### config.mk
export PLATFORM = sky130hd
export DESIGN_NAME = snake_body_streamer
export DESIGN_NICKNAME = d
export VERILOG_FILES = /design/src/rtl/snake_body_streamer.sv
export SDC_FILE = /design/constraint.sdc
export NUM_CORES = 2
export LEC_CHECK = 0
export BUFFER_PORTS_ARGS = -buffer_cell sky130_fd_sc_hd__buf_4
export CORE_ASPECT_RATIO = 1.1
export CORE_UTILIZATION = 43
export DETAILED_ROUTE_END_ITERATION = 7
export GPL_TIMING_DRIVEN = 0
export MAX_ROUTING_LAYER = met4
export PLACE_DENSITY = 0.59
export REMOVE_ABC_BUFFERS = 1
export SLEW_MARGIN = 20
export SYNTH_ARGS = -nofsm -noshare
export SYNTH_HDL_FRONTEND = slang
export SYNTH_SLANG_ARGS = --single-unit
### constraint.sdc
create_clock -name clk -period 59.2 [get_ports clk]
set_input_delay 11.84 -clock clk [delete_from_list [all_inputs] [get_ports clk]]
set_output_delay 11.84 -clock clk [all_outputs]
set_load 0.02 [all_outputs]
### src/rtl/snake_body_streamer.sv
// Snake segment store: steps the head once per game tick, grows on eat, detects
// wall/self collisions and streams every segment (head first) to the consumer.
module snake_body_streamer #(
  parameter int H_LOGIC_WIDTH = 5,
  parameter int V_LOGIC_WIDTH = 5,
  parameter int H_LOGIC_MAX   = 31,
  parameter int V_LOGIC_MAX   = 23,
  parameter int MAX_LEN       = 64,
  parameter int START_X       = 4,
  parameter int START_Y       = 12
) (
  input  logic                     clk,
  input  logic                     rst,
  input  logic                     move_tick,
  input  logic [1:0]               dir_in,
  input  logic                     is_eat,
  input  logic                     pixel_done,
  output logic                     vld,
  output logic                     vld_start,
  output logic                     vld_t,
  output logic [H_LOGIC_WIDTH-1:0] x_snake_cur,
  output logic [V_LOGIC_WIDTH-1:0] y_snake_cur,
  output logic                     is_end,
  output logic [9:0]               length,
  output logic                     game_over
);
  localparam int IW = (MAX_LEN > 1) ? $clog2(MAX_LEN) : 1;
  localparam logic [IW-1:0]          IDX_ONE = 1;
  localparam logic [H_LOGIC_WIDTH:0] X_ONE   = 1;
  localparam logic [V_LOGIC_WIDTH:0] Y_ONE   = 1;

  typedef enum logic [2:0] {IDLE, MOVE, FRAME, STREAM, DEAD} state_t;

  state_t                   state_q, state_d;
  logic [H_LOGIC_WIDTH-1:0] seg_x_q [MAX_LEN];
  logic [V_LOGIC_WIDTH-1:0] seg_y_q [MAX_LEN];
  logic [1:0]               dir_q, dir_d;
  logic [9:0]               len_q, len_d;
  logic [IW-1:0]            idx_q, idx_d;
  logic                     grow_q, grow_d;
  logic                     start_q, start_d, vt_q, vt_d;
  logic                     hold_q, hold_d, hit_q, hit_d;
  logic [H_LOGIC_WIDTH:0]   nx;
  logic [V_LOGIC_WIDTH:0]   ny;
  logic                     wall, last, hit_now, shift;

  // One extra bit so that 0-1 wraps to a value above any legal max.
  always_comb begin
    nx = {1'b0, seg_x_q[0]};
    ny = {1'b0, seg_y_q[0]};
    case (dir_q)
      2'd0:    nx = {1'b0, seg_x_q[0]} + X_ONE;
      2'd1:    nx = {1'b0, seg_x_q[0]} - X_ONE;
      2'd2:    ny = {1'b0, seg_y_q[0]} + Y_ONE;
      default: ny = {1'b0, seg_y_q[0]} - Y_ONE;
    endcase
  end

  assign wall    = (nx > (H_LOGIC_WIDTH+1)'(H_LOGIC_MAX)) || (ny > (V_LOGIC_WIDTH+1)'(V_LOGIC_MAX));
  assign last    = (10'(idx_q) == len_q - 10'd1);
  assign hit_now = (idx_q != '0) && (seg_x_q[idx_q] == seg_x_q[0]) && (seg_y_q[idx_q] == seg_y_q[0]);

  always_comb begin
    state_d = state_q;
    dir_d   = dir_q;
    len_d   = len_q;
    idx_d   = idx_q;
    grow_d  = grow_q | is_eat;
    start_d = 1'b0;
    vt_d    = 1'b0;
    hold_d  = hold_q;
    hit_d   = hit_q;
    shift   = 1'b0;
    case (state_q)
      IDLE: if (move_tick) begin
        state_d = MOVE;
        if (!(len_q > 10'd1 && dir_in == (dir_q ^ 2'd1))) dir_d = dir_in;
      end
      MOVE: if (wall) begin
        state_d = DEAD;
      end else begin
        shift   = 1'b1;
        state_d = FRAME;
        grow_d  = is_eat;
        if (grow_q && len_q < 10'(MAX_LEN)) len_d = len_q + 10'd1;
      end
      FRAME: begin
        state_d = STREAM;
        idx_d   = '0;
        start_d = 1'b1;
        hold_d  = 1'b0;
        hit_d   = 1'b0;
      end
      STREAM: begin
        if (hit_now) hit_d = 1'b1;
        if (pixel_done) begin
          if (last) begin
            hold_d  = 1'b1;
            state_d = (hit_q || hit_now) ? DEAD : IDLE;
          end else begin
            idx_d = idx_q + IDX_ONE;
            vt_d  = 1'b1;
          end
        end
      end
      DEAD:    state_d = DEAD;
      default: state_d = IDLE;
    endcase
  end

  always_ff @(posedge clk or posedge rst) begin
    if (rst) begin
      state_q <= IDLE;
      dir_q   <= 2'd0;
      len_q   <= 10'd1;
      idx_q   <= '0;
      grow_q  <= 1'b0;
      start_q <= 1'b0;
      vt_q    <= 1'b0;
      hold_q  <= 1'b0;
      hit_q   <= 1'b0;
    end else begin
      state_q <= state_d;
      dir_q   <= dir_d;
      len_q   <= len_d;
      idx_q   <= idx_d;
      grow_q  <= grow_d;
      start_q <= start_d;
      vt_q    <= vt_d;
      hold_q  <= hold_d;
      hit_q   <= hit_d;
    end
  end

  always_ff @(posedge clk or posedge rst) begin
    if (rst) begin
      for (int k = 0; k < MAX_LEN; k++) begin
        seg_x_q[k] <= H_LOGIC_WIDTH'(START_X);
        seg_y_q[k] <= V_LOGIC_WIDTH'(START_Y);
      end
    end else if (shift) begin
      seg_x_q[0] <= nx[H_LOGIC_WIDTH-1:0];
      seg_y_q[0] <= ny[V_LOGIC_WIDTH-1:0];
      for (int k = 1; k < MAX_LEN; k++) begin
        seg_x_q[k] <= seg_x_q[k-1];
        seg_y_q[k] <= seg_y_q[k-1];
      end
    end
  end

  assign vld         = (state_q == FRAME);
  assign vld_start   = start_q;
  assign vld_t       = vt_q;
  assign x_snake_cur = seg_x_q[idx_q];
  assign y_snake_cur = seg_y_q[idx_q];
  // is_end keeps its last value between frames and drops only while vld is up.
  assign is_end      = (state_q == STREAM) ? last : ((state_q == FRAME) ? 1'b0 : hold_q);
  assign length      = len_q;
  assign game_over   = (state_q == DEAD);
endmodule

---- Word-level counts from Yosys, hierarchy flattened ----
Cells that the tools add are included.
operators by class
  add/subtract/negate cells ............... 7
  magnitude comparators ................... 5
  equal/unequal tests ..................... 15
  muxes and demuxes ....................... 32
  bitwise gates (word level) .............. 5
  reduce and logical (&&, ||, !) cells .... 17
operator list
  cell                                                             number
  binary-select mux 5 bit (select 6 bit)                           2
  case mux 6 bit (2 select lines)                                  3
  2-to-1 mux 5 bit                                                 4
  2-to-1 mux 3 bit                                                 5
  case mux 3 bit (5 select lines)                                  1
  AND reduction 3 bit                                              5
  2-to-1 mux 1 bit                                                 13
  adder 5 x 1 -> 6 bit (second input constant)                     2
  greater-than comparator 6 x 5 -> 1 bit (second input constant)   2
  2-to-1 mux 6 bit                                                 2
  subtractor 5 x 1 -> 6 bit (second input constant)                2
  adder 10 x 1 -> 10 bit (second input constant)                   1
  == test 5 bit                                                    2
  == test 6 x 10 -> 1 bit                                          1
  greater-than comparator 10 x 1 -> 1 bit (second input constant)  1
  less-than comparator 10 x 7 -> 1 bit (second input constant)     1
  != test 2 bit (second input constant)                            5
  subtractor 10 x 1 -> 10 bit (second input constant)              1
  >= comparator 7 bit (second input constant)                      1
  NOT 6 -> 7 bit                                                   1
  adder 6 x 1 -> 6 bit (second input constant)                     1
  == test 3 x 2 -> 1 bit (second input constant)                   2
  nonzero test 6 bit                                               1
  logical AND 1 bit                                                4
  14 further kinds                                                 18
storage, ports and cells
  register bits ........................... 666
  input bits .............................. 7
  logic and storage cells ................. 218

---- Depth between registers and ports, before layout ----
  word-level depth ........................ 12
  gate-level depth with buffers ........... 16
  depth with buffers taken out ............ 11

---- Worst setup path before layout ----
No wires, ideal clock.
  kind .................................... reg-to-output
  start ................................... register idx_q[1]
  end ..................................... output port x_snake_cur[1]
  arrival ................................. 2.253 ns
  required time ........................... 47.360 ns
  setup slack ............................. 45.107 ns
  stages on the path, launching flop included .. 9
  cells stage by stage .................... dfrtp_1 > buf_2 > or3b_2 > buf_2 > buf_2 > o221ai_1 > a21oi_1 > a32o_1 > o21ai_0
between the ends
  word-level cells in the longest chain between the ends .. 4
RTL lines
  element                                              RTL line  source
  start: declaration                                   39        logic [IW-1:0] idx_q, idx_d;
  start signal: assignment                             126       idx_q <= idx_d;
  NOT 6 -> 7 bit (not written as such)                 154       assign x_snake_cur = seg_x_q[idx_q];
  binary-select mux 5 bit (select 6 bit)               154
  2-to-1 mux 5 bit (not written as such) (2 in a row)  154
  end: declaration                                     21        output logic [H_LOGIC_WIDTH-1:0] x_snake_cur,
Every way passes these cells. The select of a mux whose other input is x is not followed.

---- Worst setup path after layout ----
  start ................................... register idx_q[0]
  end ..................................... output port x_snake_cur[1]
The elaborated chain is that of the path after synthesis.

==> impl_metrics.csv <==
group,metric,value,unit
sta,drv_slew,0,
floorplanning,die_w,260,um
sta,rsz0062_at_grt,"false",
sta,tightest_slew,1.18,ns
pwr,leakagePower,16.1,nW
grt,grt_pass1_vias,18700,
clock_tree,cts_buffers,74,
sta,maxSlewHeadroom,0.206,
logic_synthesis,synth_ff_type,"dfrtp_1",
floorplanning,ios,32,
hold_path,hp-start,"length[9]",
setup_path,end_kind,"output port",
setup_path,slowest_delay,0.93,ns
logic_synthesis,synth-seq-cells,666,
pwr,power.density,32.5,nW/um^2
finish,area_growth,12.2,%
logic_synthesis,synth-seq-area-share,0.536,
drt,drtAntennaViolNets,0,
setup_path,r2r_cells,8,
sta,setup_viol,0,
logic_synthesis,yosys_warnings,0,
hold_path,hp-class,"reg -> reg",
pwr,finalPower,1.15,mW
placed_design,numPortBuffers,31,
logic_synthesis,yosysUniqueCellTypes,76,
clock_tree,postCtsHoldBufs,0,
drt,drt_iter0_drc,1166,
setup_path,crit_buf_inv,4,
clock_tree,cts_buffer_depth,3,
floorplanning,initial_core_util,0.437,
pwr,peakVddDrop,0.0159,mV
logic_synthesis,avgSynthCellArea,14.8,um^2
hold_path,holdPathStages,0,
drt,wl,67500,um
logic_synthesis,synth_edf_count,0,
floorplanning,die_area,74400,um^2
hold_path,holdPathEnd,"length[9]",
drt,dr.pass1.iters,5,
placed_design,gp_congestion,0.760,
grt,track_usage,0.193,
setup_path,crit_type,"reg -> out",
setup_path,crit_arrival,4.29,ns
logic_synthesis,synth_area,31500,um^2
sta,finClkSkew,0.0196,ns
logic_synthesis,synthTopCellsByCount,"mux2_2, dfrtp_1, dfstp_2, mux2i_1, buf_2",
clock_tree,cts_tree,"yes",
sta,max_freq,62.0,MHz
logic_synthesis,synth_area_leaders,"dfrtp_1, mux2_2, dfstp_2",
setup_path,critPathSlowestCell,"dfrtp_4",
logic_synthesis,synth_most_common_cell,"mux2_2",
grt,overflow,0,
grt,grt_max_degree,113,
logic_synthesis,synth_cells,2124,
sta,setup_tns,0,ns
drt,wl_per_cell,21.7,um
setup_path,cpMostUsedCell,"buf_16",
finish,fin_nets,2138,
setup_path,cp_max_fo,38,
setup_path,cp_top_family,"buffers and inverters",
clock_tree,root_buffer,"clkbuf_16",
clock_tree,path_clk_slew,0.06,ns
logic_synthesis,synth_area_leader_cell,"dfrtp_1",
finish,drive_gt1_frac,0.520,
setup_path,path_cells,"buf_12 > buf_16 > buf_16 > mux4_2 > a2111oi_0 > a21oi_1 > nand2_1 > o21ai_0 > buf_4",
drt,vias,17700,
grt,grt_antenna_before_repair,1,
floorplanning,die_y,286,um
clock_tree,clock_sinks,666,
setup_path,r2r_setup_slack,54.74,ns
clock_tree,htreeDepth,3,
sta,period_minus_slack,16.13,ns
setup_path,r2r_start,"idx_q[1]",
clock_tree,post_cts_resized,0,
drt,avgViaCountPerCell,5.67,
setup_path,required,47.36,ns
logic_synthesis,synth_top_area_frac,0.375,
drt,drcViolationCount,0,
floorplanning,row_count,103,
placed_design,hpwl,41900,um
grt,grt_pass1_wl,108000,um
sta,period_share,0.272,
outcome,status,"finished clean",
job,cap_violations,0,
clock_tree,clk_latency,0.61,ns
floorplanning,coreArea,72200,um^2
setup_path,rr_endpoint,"state_q[2]",
setup_path,start_kind,"flop",
clock_tree,post_cts_buffers,0,
sta,final-hold-violation-count,0,
logic_synthesis,async_reset_ff_frac,1.00,
[placed cells by master, fill, tap and decap left out, types with 23 or more instances in the layout]
cell	n
mux4_2	83
dfstp_2	193
mux2_2	648
buf_4	31
xnor2_1	23
o221ai_1	27
a21oi_1	40
a22oi_1	23
nor2_1	32
buf_16	23
dfrtp_1	467
mux2i_1	145
nand2_1	45
clkbuf_16	77
[cell families after synthesis]
family / count (synthesis) / synth area share
compound gates: 197 / 0.0458
xor+xnor: 31 / 0.00861
fa+ha+maj: 16 / 0.00683
buf+inv: 170 / 0.0323
flops: 666 / 0.536
mux: 886 / 0.345
simple gates: 158 / 0.0256
[layout make-up]
cell class	count	area, um^2
antenna	1	2.50
clock buffer	109	2150
clock inverter	24	303
fill	6121	36800
inverter	18	75.1
multi-input combinational	1288	13600
sequential	666	16900
tap	945	1180
timing repair buffer	67	1100
[routing by layer]
metal | part of all wire | GRT usage
met1 | 0.44 | 0.250
met2 | 0.50 | 0.312
met3 | 0.035 | 0.0286
met4 | 0.024 | 0.0595
met5 | 0 | -
[registers in the layout, indices dropped and copies added, names as in the netlist, named ones only]
name,count
hold_q,1
hit_q,1
vld_start,1
seg_y_q,320
seg_x_q,319
length,10
dir_q,2
grow_q,1
state_q,3
idx_q,6
vld_t,1
[worst register-to-register path: cells and delay by family (launching register included)]
kind	cells	cell delay [ns]
and+or+nand+nor	2	1.10
DFF	1	0.78
buffers and inverters	1	0.31
muxes	1	0.42
AOI/OAI and AO/OA	4	1.76
[power breakdown]
part           total, mW  internal (mW)  switching, mW
sequential         0.482          0.458         0.0237
clock              0.464          0.282          0.183
combinational      0.205         0.0710          0.134
[worst max path at each step]
stage / from / to / slack, ns / cells past startpoint
after floorplan: rst / async pin / 29.01 / 1
after CTS: idx_q[0] / x_snake_cur[1] / 42.95 / 9
after global routing: idx_q[0] / x_snake_cur[1] / 42.79 / 9
after detailed placement: idx_q[0] / x_snake_cur[1] / 43.64 / 9
final: idx_q[0] / x_snake_cur[1] / 43.07 / 9
after global placement: rst / seg_y_q[231] / 22.44 / 2
[through the flow]
step,area (um^2),hold WS [ns],utilization,cells,worst slack (ns)
4_1_cts,35400,0.440,0.490,3117,42.95
6_report,35400,0.431,0.490,3118,43.07
2_1_floorplan,30600,0.463,-,1972,29.01
5_1_grt,35400,0.456,0.490,3118,42.79
3_3_place_gp,32000,0.417,0.443,2948,22.44
3_5_place_dp,32900,0.428,0.456,2984,43.64
Power figures use the tool's default switching activity.
